### config.mk
export PLATFORM = sky130hd
export DESIGN_NAME = simple_req_ack_arbiter
export DESIGN_NICKNAME = d
export VERILOG_FILES = /design/src/rtl/simple_req_ack_arb_pkg.sv /design/src/rtl/simple_req_ack_rr_picker.sv /design/src/rtl/simple_req_ack_arbiter.sv
export SDC_FILE = /design/constraint.sdc
export NUM_CORES = 1
export LEC_CHECK = 0
export CELL_PAD_IN_SITES_DETAIL_PLACEMENT = 1
export CELL_PAD_IN_SITES_GLOBAL_PLACEMENT = 1
export CORE_MARGIN = 2
export CORE_UTILIZATION = 24
export CTS_BUF_LIST = sky130_fd_sc_hd__clkbuf_4 sky130_fd_sc_hd__clkbuf_8 sky130_fd_sc_hd__clkbuf_16
export CTS_CLUSTER_SIZE = 30
export DETAILED_ROUTE_END_ITERATION = 12
export PLACE_DENSITY_LB_ADDON = 0.1
export SLEW_MARGIN = 30
export SYNTH_ARGS = -nofsm -noshare
export SYNTH_HDL_FRONTEND = slang
export SYNTH_SLANG_ARGS = --single-unit
### constraint.sdc
create_clock -name clock -period 4.6 [get_ports clock]
set_input_delay 0.69 -clock clock [delete_from_list [all_inputs] [get_ports clock]]
set_output_delay 0.69 -clock clock [all_outputs]
set_load 0.01 [all_outputs]
### src/rtl/simple_req_ack_arb_pkg.sv
// Shared definitions for the round-robin req/ack arbiter:
// FSM state encoding, default parameter values and watchdog counter width.
package simple_req_ack_arb_pkg;

    localparam int DEF_NUM_REQ        = 4;
    localparam int DEF_TIMEOUT_CYCLES = 255;
    localparam int WD_CNT_W           = 16;

    typedef enum logic [1:0] {
        IDLE  = 2'd0,
        DRIVE = 2'd1,
        HOLD  = 2'd2,
        DRAIN = 2'd3
    } arb_state_t;

endpackage

### src/rtl/simple_req_ack_rr_picker.sv
// Combinational round-robin picker: returns the first set request at or
// after index ptr (wrapping modulo NUM_REQ), plus a valid flag.
module simple_req_ack_rr_picker
    import simple_req_ack_arb_pkg::*;
#(
    parameter int NUM_REQ = DEF_NUM_REQ
) (
    input  logic [NUM_REQ-1:0]         req,
    input  logic [$clog2(NUM_REQ)-1:0] ptr,
    output logic [$clog2(NUM_REQ)-1:0] winner,
    output logic                       valid
);

    localparam int IDX_W = $clog2(NUM_REQ);
    localparam logic [IDX_W:0] NUM_REQ_W = (IDX_W + 1)'(NUM_REQ);

    // cand_idx[k] is the requester index examined at priority rank k
    logic [IDX_W-1:0]   cand_idx [NUM_REQ];
    logic [NUM_REQ-1:0] rot_req;

    genvar gi;
    generate
        for (gi = 0; gi < NUM_REQ; gi++) begin : g_rot
            logic [IDX_W:0] sum;
            assign sum          = {1'b0, ptr} + (IDX_W + 1)'(gi);
            assign cand_idx[gi] = (sum >= NUM_REQ_W) ? IDX_W'(sum - NUM_REQ_W) : sum[IDX_W-1:0];
            assign rot_req[gi]  = req[cand_idx[gi]];
        end
    endgenerate

    // Lowest rank with a pending request wins (scan high-to-low, last hit sticks)
    always_comb begin
        winner = '0;
        valid  = 1'b0;
        for (int i = NUM_REQ - 1; i >= 0; i--) begin
            if (rot_req[i]) begin
                winner = cand_idx[i];
                valid  = 1'b1;
            end
        end
    end

endmodule

### src/rtl/simple_req_ack_arbiter.sv
// Round-robin arbiter bridging NUM_REQ four-phase requesters onto a single
// downstream req/ack channel. All outputs registered.
// Optional ack watchdog enabled by defining SIMPLE_REQ_ACK_ARB_TIMEOUT_EN;
// without it the timeout output is tied low and no counter exists.
module simple_req_ack_arbiter
    import simple_req_ack_arb_pkg::*;
#(
    parameter int NUM_REQ        = DEF_NUM_REQ,
    parameter int TIMEOUT_CYCLES = DEF_TIMEOUT_CYCLES
) (
    input  logic                       clock,
    input  logic                       reset,
    input  logic [NUM_REQ-1:0]         s_req,
    output logic [NUM_REQ-1:0]         s_ack,
    output logic                       m_req,
    input  logic                       m_ack,
    output logic [$clog2(NUM_REQ)-1:0] grant_id,
    output logic                       busy,
    output logic                       timeout
);

    localparam int IDX_W = $clog2(NUM_REQ);

    arb_state_t         state_reg, state_next;
    logic [IDX_W-1:0]   ptr_reg, ptr_next;
    logic [IDX_W-1:0]   grant_reg, grant_next;
    logic               m_req_reg, m_req_next;
    logic [NUM_REQ-1:0] s_ack_reg, s_ack_next;
    logic               busy_reg;

    logic [IDX_W-1:0]   pick_winner;
    logic               pick_valid;
    logic [NUM_REQ-1:0] grant_onehot;
    logic [IDX_W-1:0]   ptr_after_grant;
    logic               req_granted;
    logic               timeout_fire;

    simple_req_ack_rr_picker #(
        .NUM_REQ (NUM_REQ)
    ) u_picker (
        .req    (s_req),
        .ptr    (ptr_reg),
        .winner (pick_winner),
        .valid  (pick_valid)
    );

    genvar gi;
    generate
        for (gi = 0; gi < NUM_REQ; gi++) begin : g_onehot
            assign grant_onehot[gi] = (grant_reg == IDX_W'(gi));
        end
    endgenerate

    assign req_granted     = s_req[grant_reg];
    assign ptr_after_grant = (grant_reg == IDX_W'(NUM_REQ - 1)) ? '0 : grant_reg + 1'b1;

`ifdef SIMPLE_REQ_ACK_ARB_TIMEOUT_EN
    localparam logic [WD_CNT_W-1:0] WD_LAST = WD_CNT_W'(TIMEOUT_CYCLES - 1);

    logic [WD_CNT_W-1:0] wd_cnt_reg, wd_cnt_next;
    logic                timeout_reg;

    // A real ack on the expiry edge takes precedence over the watchdog
    assign timeout_fire = (state_reg == DRIVE) && !m_ack && (wd_cnt_reg == WD_LAST);
    // Count edges spent in DRIVE; restart from zero on every other state
    assign wd_cnt_next  = (state_reg == DRIVE && state_next == DRIVE) ? wd_cnt_reg + 1'b1 : '0;

    // Watchdog counter and one-cycle timeout pulse
    always_ff @(posedge clock or negedge reset) begin
        if (!reset) begin
            wd_cnt_reg  <= '0;
            timeout_reg <= 1'b0;
        end else begin
            wd_cnt_reg  <= wd_cnt_next;
            timeout_reg <= timeout_fire;
        end
    end

    assign timeout = timeout_reg;
`else
    assign timeout_fire = 1'b0;
    assign timeout      = 1'b0;
`endif

    // Next-state and next-output decisions for the handshake FSM
    always_comb begin
        state_next = state_reg;
        grant_next = grant_reg;
        ptr_next   = ptr_reg;
        m_req_next = m_req_reg;
        s_ack_next = s_ack_reg;
        case (state_reg)
            IDLE: begin
                if (pick_valid) begin
                    grant_next = pick_winner;
                    m_req_next = 1'b1;
                    s_ack_next = '0;
                    state_next = DRIVE;
                end
            end
            DRIVE: begin
                if (m_ack) begin
                    if (req_granted) begin
                        s_ack_next = grant_onehot;
                        state_next = HOLD;
                    end else begin
                        // requester gave up before the downstream answered
                        m_req_next = 1'b0;
                        state_next = DRAIN;
                    end
                end else if (timeout_fire) begin
                    m_req_next = 1'b0;
                    state_next = DRAIN;
                end
            end
            HOLD: begin
                if (!req_granted) begin
                    m_req_next = 1'b0;
                    state_next = DRAIN;
                end
            end
            DRAIN: begin
                if (!m_ack) begin
                    s_ack_next = '0;
                    ptr_next   = ptr_after_grant;
                    state_next = IDLE;
                end
            end
            default: begin
                state_next = IDLE;
            end
        endcase
    end

    // FSM state and registered outputs
    always_ff @(posedge clock or negedge reset) begin
        if (!reset) begin
            state_reg <= IDLE;
            ptr_reg   <= '0;
            grant_reg <= '0;
            m_req_reg <= 1'b0;
            s_ack_reg <= '0;
            busy_reg  <= 1'b0;
        end else begin
            state_reg <= state_next;
            ptr_reg   <= ptr_next;
            grant_reg <= grant_next;
            m_req_reg <= m_req_next;
            s_ack_reg <= s_ack_next;
            busy_reg  <= (state_next != IDLE);
        end
    end

    assign s_ack    = s_ack_reg;
    assign m_req    = m_req_reg;
    assign grant_id = grant_reg;
    assign busy     = busy_reg;

endmodule

Word level (Yosys, flattened, before mapping)
Cells that the tools add are included.
{ "word_totals": {"register_bits": 12, "inputBits": 7, "out_inout_bits": 9, "elab_cells": 81} }
{ "classes": {"addsub": 8, "magnitude_cmp": 9, "n_eq_ne": 10, "n_mux": 38, "bitwise_logic": 1, "n_reduce_logical": 9} }
{ "ops": {"columns": ["op", "n"], "rows": [
  ["$mux W2", 13],
  ["$mux W4", 4],
  ["$lt A2 B3 Y1 const B", 5],
  ["$mux W1", 13],
  ["$pmux W4 S3", 1],
  ["$bmux W1 S2", 5],
  ["$ge A3 B3 Y1 const B", 3],
  ["$eq A2 B2 Y1 const B", 4],
  ["$ne A2 B2 Y1 const B", 4],
  ["$pmux W2 S4", 1],
  ["$sub A2 B1 Y2 const B", 4],
  ["$add A2 B2 Y3 const B", 2],
  ["$reduce_bool A3 Y1", 2],
  ["$reduce_and A5 Y1", 1],
  ["$eq A2 B1 Y1 const B", 2],
  ["$logic_not A2 Y1", 2],
  ["$reduce_and A2 Y1", 2],
  ["$add A2 B1 Y3 const B", 1],
  ["$ge A2 B3 Y1 const B", 1],
  ["$pmux W1 S3", 1],
  ["$reduce_and A3 Y1", 1],
  ["$add A2 B1 Y2 const B", 1],
  ["$reduce_bool A2 Y1", 1],
  ["$not A1 Y1", 1]
]} }

Longest topological paths before layout
{ "logic_depth": {"word_depth": 12, "mapped_depth": 7, "depth_no_buf": 6} }

Cells and area by module
From an unflattened synthesis, not the netlist that was laid out.
{ "unflattened": {"hier_cells": 76, "area_unflattened_um2": 789.5} }
{ "by_module_without_submodules": {"columns": ["module", "instances", "cells_each", "area_per_inst_um2", "seq_area_each_um2"], "rows": [
  ["simple_req_ack_arbiter", 1, 63, 711.9, 300.3],
  ["simple_req_ack_rr_picker", 1, 13, 77.6, 0.0]
]} }

Worst setup path before layout
No wires, ideal clock.
{ "synth_timing": {"path_kind": "input-to-reg", "startpoint": "in s_req[1]", "endpoint": "reg s_ack_reg[0], in the netlist s_ack[0]", "setup_time_ns": 0.127, "arrival_ns": 1.566, "required_ns": 4.473, "path_slack_ns": 2.907, "cell_stages": 4, "n_path_buf": 0, "cell_sequence": "mux4_1 -> nand2_2 -> or2_4 -> o211ai_2"} }
{ "synth_via": {"elab_chain_len": 8, "word_cells_on_any_way": 17, "classes_between": "2 x eq/ne; 14 x mux; 1 x reduce/logical"} }
{ "synth_lines": {"columns": ["item", "line_no", "rtl"], "rows": [
  ["start: declaration", "simple_req_ack_arbiter.sv:13", "input logic [NUM_REQ-1:0] s_req,"],
  ["$bmux W1 S2", "simple_req_ack_rr_picker.sv:27", "assign rot_req[gi] = req[cand_idx[gi]];"],
  ["$mux W1 (implied by the code)", "simple_req_ack_rr_picker.sv:27", null],
  ["$mux W1 (4 in series)", "simple_req_ack_rr_picker.sv:36", "if (rot_req[i]) begin"],
  ["$ne A2 B2 Y1 (no line)", null, null],
  ["$reduce_and A5 Y1 (no line) *", null, null],
  ["end signal: assignment", "simple_req_ack_arbiter.sv:149", "s_ack_reg <= s_ack_next;"],
  ["end: declaration", "simple_req_ack_arbiter.sv:28", "logic [NUM_REQ-1:0] s_ack_reg, s_ack_next;"]
]} }
Every way passes the cells marked *; elsewhere a longest branch is shown, timed or not. The select of a mux whose other input is x is not followed.
A chain may end at the register's enable or synchronous reset.

Worst setup path after layout
{ "layout_timing": {"startpoint": "in s_req[3]", "endpoint": "reg s_ack_reg[3], in the netlist s_ack[3]"} }
The elaborated chain is that of the path after synthesis.

==> impl_metrics.py <==
metrics = {
    "status": {
        "status": "complete, no violations",
    },
    "sta": {
        "setup_violations": 0,
        "fin_skew_ps": 8.20,
        "fin_setup_tns_ps": 0,
        "hold_violations": 0,
        "worst_pin_slew_ps": 569,
        "min_period_over_period_pct": 44.7,
        "rsz0062_at_grt": "false",
        "period_minus_slack_ps": 2060,
        "relSlewSlack_pct": 62.0,
        "fmax_ghz": 0.486,
        "final_max_slew_viol_count": 0,
        "holdWs_ps": 518,
    },
    "synthesis": {
        "synth_fa_ha_area_share_pct": 13.7,
        "netlist.area_leader.share_pct": 36.6,
        "muxShareOfSynthArea_pct": 4.57,
        "synth-async-reset-ratio_pct": 100,
        "avgSynthCellArea_um2": 9.54,
        "ys_seq_elements": 12,
        "synth_xor_area_share_pct": 0,
        "synth_edf_count": 0,
        "synth_area_um2": 821,
        "synth_compound_area_share_pct": 21.6,
        "postSynthCellCount": 86,
        "netlist_top_cells_area": "dfrtp_1 (37%), ha_1 (14%), o211ai_2 (6.1%), nand2_1 (5.9%), o21ai_0 (4.3%)",
        "synth_flop_cell": "dfrtp_1",
        "synth_simple_gate_area_share_pct": 18.0,
        "synth_top_family_by_area": "compound AO/OA/AOI/OAI gates",
        "ys_seq_area_share_pct": 36.6,
        "ys_warn_count": 0,
        "synth_cell_type_count": 30,
        "synth_top_area_cell": "dfrtp_1",
        "syn_nets": 102,
    },
    "routing": {
        "met1_length_um": 899,
        "via_per_inst": 4.50,
        "top_layer_used": "met3",
        "wl_met2_um": 883,
        "dr.pass1.iters": 4,
        "vias": 666,
        "drc": 0,
        "dr.first_iter.drc_count": 9,
        "wl_met3_um": 60,
        "ant_nets": 0,
        "wire_per_inst_um": 12.5,
        "wirelength_um": 1840,
    },
    "final_layout": {
        "drive_gt1_share_pct": 13.7,
        "fin_util_pct": 31.5,
        "syn2layout_area_growth_pct": 27.1,
        "fillers": 406,
        "mostFrequentLayoutCell": "clkdlybuf4s50_1",
        "antenna_cells": 0,
        "final_cell_mix": "clkdlybuf4s50_1 (14), nand2_1 (13), dfrtp_1 (12), ha_1 (9), inv_1 (8)",
        "fin_nets": 119,
        "largest_reg_flops": 4,
    },
    "setup_path": {
        "r2r_slack_ps": 2580,
        "cp-end-kind": "flop",
        "critPathArrivalTime_ps": 2210,
        "cp.depth": 5,
        "slowest_delay_ps": 500,
        "rr_worst_depth": 6,
        "cpLargestDelayFamily": "simple AND/OR/NAND/NOR gates",
        "crit_chain": "clkdlybuf4s50_1, nor4_2, a221o_1, or2_4, o211ai_2",
        "cp_slowest_cell": "clkdlybuf4s50_1",
        "crit_type": "in -> reg",
        "crit_fanout": 5,
        "r2r_start": "state_reg[1]$_DFF_PN0_",
        "critPathLaunchType": "input port",
        "path_buf_inv": 1,
        "crit_path_end": "s_ack[3]$_DFFE_PN0P_",
        "timing.rr.end": "s_ack[3]$_DFFE_PN0P_",
        "required_ps": 4760,
        "crit_start": "s_req[3]",
    },
    "floorplan": {
        "row_count": 21,
        "die_y_um": 62.5,
        "start_util_pct": 24.8,
        "dieArea_um2": 3900,
        "ioPinCount": 16,
        "core_um2": 3310,
        "die_x_um": 62.5,
    },
    "clock_network": {
        "cts_tree": "yes",
        "cts_buffer_depth": 2,
        "cts_resized": 0,
        "cts.htree.levels": 1,
        "cts-buffers-inserted": 3,
        "hold_buffers": 0,
        "clock_latency_ps": 270,
        "cts_setup_buffers": 0,
        "cts-root-buf": "clkbuf_4",
        "clk_pin_slew_worst_paths_ps": 80,
        "cts.sinks": 12,
    },
    "power_and_ir_drop": {
        "p_per_area_nw_per_um2": 570,
        "p_leak_uw": 0.000461,
        "worst_ir_drop_vdd_mv": 0.150,
    },
    "placed_design": {
        "portBuffers": 14,
        "dp_hpwl_um": 1500,
        "gp_congestion": 0.729,
    },
    "global_route": {
        "grt_pass1_wl_um": 3220,
        "grt.total_usage_pct": 10.5,
        "grt_max_degree": 13,
        "grt_overflow": 0,
        "antenna_found_initial": 0,
        "grt_pass1_vias": 692,
    },
    "min_path": {
        "hp-class": "reg -> reg",
        "holdPathStages": 2,
    },
    "flow_run": {
        "drv_cap": 0,
    },
}
report_power, final:
group          internal, uW  total (uW)  switching (uW)
logic                   151         314             163
registers               149         197            48.8
clock network          48.0        82.5            34.5
total                   348         594             246
through the flow:
step / total power [uW] / area (um2) / setup slack (ps) / cells
after floorplan: 400 / 821 / 2910 / 86
after global placement: 519 / 1010 / 2220 / 144
after detailed placement: 526 / 1010 / 2230 / 144
after CTS: 611 / 1040 / 2530 / 148
after global routing: 661 / 1040 / 2410 / 148
final: 594 / 1040 / 2540 / 148
final cells by class:
| cell class | count | area, um2 | share of cell area (%) |
|---|---|---|---|
| Multi-Input combinational cell | 64 | 479 | 45.9 |
| Sequential cell | 12 | 300 | 28.8 |
| Timing Repair Buffer | 14 | 140 | 13.4 |
| Tap cell | 46 | 57.6 | 5.52 |
| Clock buffer | 4 | 36.3 | 3.48 |
| Inverter | 8 | 30.0 | 2.88 |
cells in the mapped netlist (2+ instances only):
master,count
inv_1,8
o21ai_0,7
a21oi_1,3
ha_1,9
nor2_1,2
nand2_1,13
dfrtp_1,12
nand3_1,4
a221o_1,2
nor2b_1,3
o211ai_2,4
cells by family (layout without fill, tap and decap cells):
kind of cell | after synthesis | count (layout)
AOI/OAI and AO/OA | 23 | 23
adders and majority gates | 9 | 9
buffers and inverters | 10 | 26
DFF | 12 | 12
muxes | 2 | 2
other | 1 | 1
and+or+nand+nor | 29 | 29
per-layer routing:
layer  global-route usage, %  vias up
met2                    17.7       13
met1                    13.2      321
met5                       0        -
li1                        -      332
met3                    1.80        0
met4                    4.17        0
worst min path at each step:
| stage | endpoint | from |
|---|---|---|
| floorplan | busy$_DFF_PN0_ | reset |
| global placement | m_req$_DFFE_PN0P_ | m_req$_DFFE_PN0P_ |
| detailed placement | m_req$_DFFE_PN0P_ | m_req$_DFFE_PN0P_ |
| CTS | m_req$_DFFE_PN0P_ | m_req$_DFFE_PN0P_ |
| global route | s_ack[3]$_DFFE_PN0P_ | s_ack[3]$_DFFE_PN0P_ |
| finish | m_req$_DFFE_PN0P_ | m_req$_DFFE_PN0P_ |
worst min-delay path: stages (launching register included):
cell,delay (ps)
dfrtp_1,350
o21ai_0,80
o21ai_0,60
(Power assumes the default switching activity.)
==> edit 1, RTL diff (same flow settings) <==
Re-encode `arb_state_t` (4 states) as one-hot, 4 bits wide.
--- a/src/rtl/simple_req_ack_arb_pkg.sv
+++ b/src/rtl/simple_req_ack_arb_pkg.sv
@@ -7,9 +7,9 @@
     localparam int WD_CNT_W           = 16;
 
-    typedef enum logic [1:0] {
-        IDLE  = 2'd0,
-        DRIVE = 2'd1,
-        HOLD  = 2'd2,
-        DRAIN = 2'd3
+    typedef enum logic [3:0] {
+        IDLE  = 4'b0001,
+        DRIVE = 4'b0010,
+        HOLD  = 4'b0100,
+        DRAIN = 4'b1000
     } arb_state_t;
 
Behaviour: same outputs for any inputs over 10 cycles, from zero or initial values and one cycle with reset low; not proved beyond that.
==> edit 1 against the unedited design <==
- sequential cell count increased by 2
- wire length shrank 4.3%
- total power shrank 5.0%
- clock power is 9.9% higher
- area after synthesis decreased by 3.5%
- global-route usage rose by 0.85 points
- worst setup slack lost 0.033 ns
- cell area shrank 2.6%
==> edit 1: results (changes against the unedited design) <==
| Metric | Value |
|---|---|
| Highest Signal Layer | `met4 (was met3)` |
| Setup ws final | `2.51 ns (was 2.54 ns)` |
| Synth top area cells | `dfrtp_1, ha_1, o2bb2ai_1, dfstp_2, inv_1 (was dfrtp_1, ha_1, o211ai_2, nand2_1, o21ai_0)` |
| # Taps | `44 (was 46)` |
| Core area | `0.00310 mm² (was 0.00331 mm²)` |
| Metal-1 WL | `907 µm (was 899 µm)` |
| CP max FO | `7 (was 5)` |
| Final hold slack | `0.509 ns (was 0.518 ns)` |
| DP HPWL | `1.39 mm (was 1.50 mm)` |
| Final wirelength | `1.76 mm (was 1.84 mm)` |
| P_sw | `0.000218 W (was 0.000246 W)` |
| Multi-input combinational area share | `0.400 (was 0.459)` |
| Hold Path End | `s_ack[2] (was m_req)` |
| R2R Path Start | `grant_id[0] (was state_reg[1])` |
| Synth cell types | `31 (was 30)` |
| Metal3 WL | `75 µm (was 60 µm)` |
| Vias | `612 (was 666)` |
| First-pass GRT wire length | `3.02 mm (was 3.22 mm)` |
| Reg2Reg Setup Slack | `2.92 ns (was 2.58 ns)` |
| Status | `complete, no violations (unchanged)` |
| Worst r2r dst | `state_reg[3] (was s_ack[3])` |
| Syn_nets | `88 (was 102)` |
| Layout clock area frac | `0.0357 (was 0.0348)` |
| Final #Nets | `106 (was 119)` |
| Average cell area after synthesis | `10.3 µm² (was 9.54 µm²)` |
| Post-DP Area | `980 µm² (was 0.00101 mm²)` |
==> edit 1: cell count changes after synthesis, sizes merged, moves of 4 or more <==
cell     delta
nand2      -10
o21ai       -5
ha          -5
nor2        +4
o211ai      -4
o2bb2ai     +4
==> edit 1: power groups by stage <==
stage,combinational (W),sequential (W),clock (W)
floorplan,0.000162,0.000217,0
global placement,0.000259,0.000224,0
detailed placement,0.000258,0.000222,0
CTS,0.000260,0.000220,0.0000949
global route,0.000286,0.000229,0.000102
finish,0.000254,0.000219,0.0000907
==> edit 1: cells by family (layout without fill, tap and decap cells) <==
| kind of cell | after synthesis | count (layout) | synth area share |
|---|---|---|---|
| other cells | 1 | 1 | 0.00473 |
| mux | 4 | 4 | 0.0679 |
| compound gates | 20 | 20 | 0.194 |
| buf+inv | 8 | 25 | 0.0427 |
| fa+ha+maj | 4 | 4 | 0.0632 |
| flops | 14 | 14 | 0.444 |
| simple gates | 26 | 26 | 0.183 |
==> edit 2, RTL diff (same settings) <==
Made on the original files. The package constant `DEF_NUM_REQ` goes from 4 to 8.
--- a/src/rtl/simple_req_ack_arb_pkg.sv
+++ b/src/rtl/simple_req_ack_arb_pkg.sv
@@ -3,5 +3,5 @@
 package simple_req_ack_arb_pkg;
 
-    localparam int DEF_NUM_REQ        = 4;
+    localparam int DEF_NUM_REQ        = 8;
     localparam int DEF_TIMEOUT_CYCLES = 255;
     localparam int WD_CNT_W           = 16;
Ports: changed (resized grant_id, s_ack and s_req); port bits go from 16 to 25. No check against the original RTL was run, so the function may have changed too.
==> edit 2 against the unedited design <==
- sequential cell count grew 6
- wire length grew to 3.0 times the old value
- clock power up 61%
- die area is 130% higher
- worst setup slack got worse by 0.91 ns
- area after synthesis grew 140%
- sequential share of layout area down 9.2 points
- total power grew to 2.9 times the old value
- cell area rose by 120%
- critical endpoint is now grant_id[1]
==> edit 2: results (changes against the unedited design) <==
| Metric | Value |
|---|---|
| Pin count of the biggest net entering global routing | `21 (was 13)` |
| Syn_nets | `227 (was 102)` |
| Routability cong. | `0.771 (was 0.729)` |
| Final Max Slew Viols | `0 (unchanged)` |
| Synthesis warning total | `0 (unchanged)` |
| Placement Setup Slack | `1.39 ns (was 2.23 ns)` |
| Layout Skew | `0.000893 ns (was 0.00820 ns)` |
| FFs w/ async S/R, synth | `1.00 (unchanged)` |
| Pleak | `0.958 nW (was 0.461 nW)` |
| Crit path largest cell delay | `0.59 ns (was 0.50 ns)` |
| HP Class | `in2async (was reg2reg)` |
| Worst EP arrival | `3.15 ns (was 2.21 ns)` |
| Slowest cell on crit path | `ha_1 (was clkdlybuf4s50_1)` |
| Worst-path clk slew | `0.07 ns` |
| CP delay by family, top | `multiplexers (was simple AND/OR/NAND/NOR gates)` |
| Iter 0 DRT Violations | `78 (was 9)` |
| Antenna violations before repair | `0 (unchanged)` |
| Vias | `1,647 (was 666)` |
| Final wirelength | `5.48 mm (was 1.84 mm)` |
| H-Tree Depth | `1 (unchanged)` |
| CP max FO | `20 (was 5)` |
| DRT Pass-1 Iters | `4 (unchanged)` |
| Post-DP Area | `0.00226 mm² (was 0.00101 mm²)` |
| Final #Nets | `246 (was 119)` |
| Postcts setup bufs | `0 (unchanged)` |
| Least-Margin Pin Slew | `0.762 ns (was 0.569 ns)` |
| Synth cell types | `48 (was 30)` |
| Sequential area share after synthesis | `0.232 (was 0.366)` |
| Met3 Usage GRT | `0.0177 (was 0.0180)` |
| Port bufs | `23 (was 14)` |
| Vias in the first global route | `1,686 (was 692)` |
| Main flop type after synthesis | `dfrtp_1 (unchanged)` |
| GRT Overall Usage | `0.130 (was 0.105)` |
| Clock latency on the worst-skew pair | `0.25 ns (was 0.27 ns)` |
| Max reg flops | `8 (was 4)` |
| Total CTS buffers | `3 (unchanged)` |
| Status | `complete, no violations (unchanged)` |
| DP HPWL | `4.21 mm (was 1.50 mm)` |
| Filler cell count | `922 (was 406)` |
| Clock Tree Buf Depth | `2 (unchanged)` |
| CTS resizes | `0 (unchanged)` |
| N_diodes | `0 (unchanged)` |
| First-pass GRT wire length | `9.00 mm (was 3.22 mm)` |
| Routing usage on met1 | `0.201 (was 0.132)` |
| Met2 GRT Util | `0.198 (was 0.177)` |
| Commonest cells in the netlist | `dfrtp_1, nand2_1, ha_1, inv_1 (was nand2_1, dfrtp_1, ha_1, inv_1, o21ai_0)` |
| Layout cell share with drive strength beyond 1 | `0.159 (was 0.137)` |
| Synth top area cells | `dfrtp_1, mux4_2, ha_1, mux2i_1, mux2_4 (was dfrtp_1, ha_1, o211ai_2, nand2_1, o21ai_0)` |
| Root Driver | `clkbuf_8 (was clkbuf_4)` |
| Maximum VDD drop | `275 µV (was 150 µV)` |
-- edit 2: through the flow --
stage	total power, W	instances
detailed placement	0.00160	318
CTS	0.00175	322
floorplan	0.00124	202
finish	0.00172	322
global placement	0.00162	318
global route	0.00189	322
-- edit 2: kinds of logic after synthesis --
logic type | count (synthesis) | share of synthesized area
compound gates | 52 | 0.185
xor+xnor | 2 | 0.00903
fa+ha+maj | 14 | 0.0903
buf+inv | 25 | 0.0561
flops | 18 | 0.232
mux | 36 | 0.281
other cells | 1 | 0.00193
simple gates | 54 | 0.145
-- edit 2: cell type report --
class | instances | area (µm²) | share of cell area
clock buffers | 4 | 55.1 | 0.0239
inverters | 14 | 52.6 | 0.0228
multi-input cells | 159 | 1380 | 0.598
flip-flops and latches | 18 | 450 | 0.195
well taps | 102 | 128 | 0.0553
repair buffers | 25 | 240 | 0.104
-- edit 2: final timing paths --
kind	end	depth (start not counted)	slack, ns	startpoint
worst max-delay path	grant_id[1]	9	1.64	ptr_reg[0]
worst min-delay path	s_ack[3]	1	0.36	reset
worst max register to register	grant_id[1]	9	1.64	ptr_reg[0]
worst min register to register	m_req	1	0.50	m_req
max in group asynchronous	grant_id[1]	1	3.94	reset
min in group clock	m_req	1	0.50	m_req
-- edit 2: power by group --
part           switching, W  internal (W)
clock             0.0000568     0.0000761
sequential        0.0000931      0.000224
combinational      0.000690      0.000583
total              0.000840      0.000883
-- edit 2: metal layers --
metal | wire [µm] | part of all wire
met3 | 111 | 0.020
met1 | 2920 | 0.53
met4 | 16 | 0.0029
met5 | 0 | 0
met2 | 2430 | 0.44
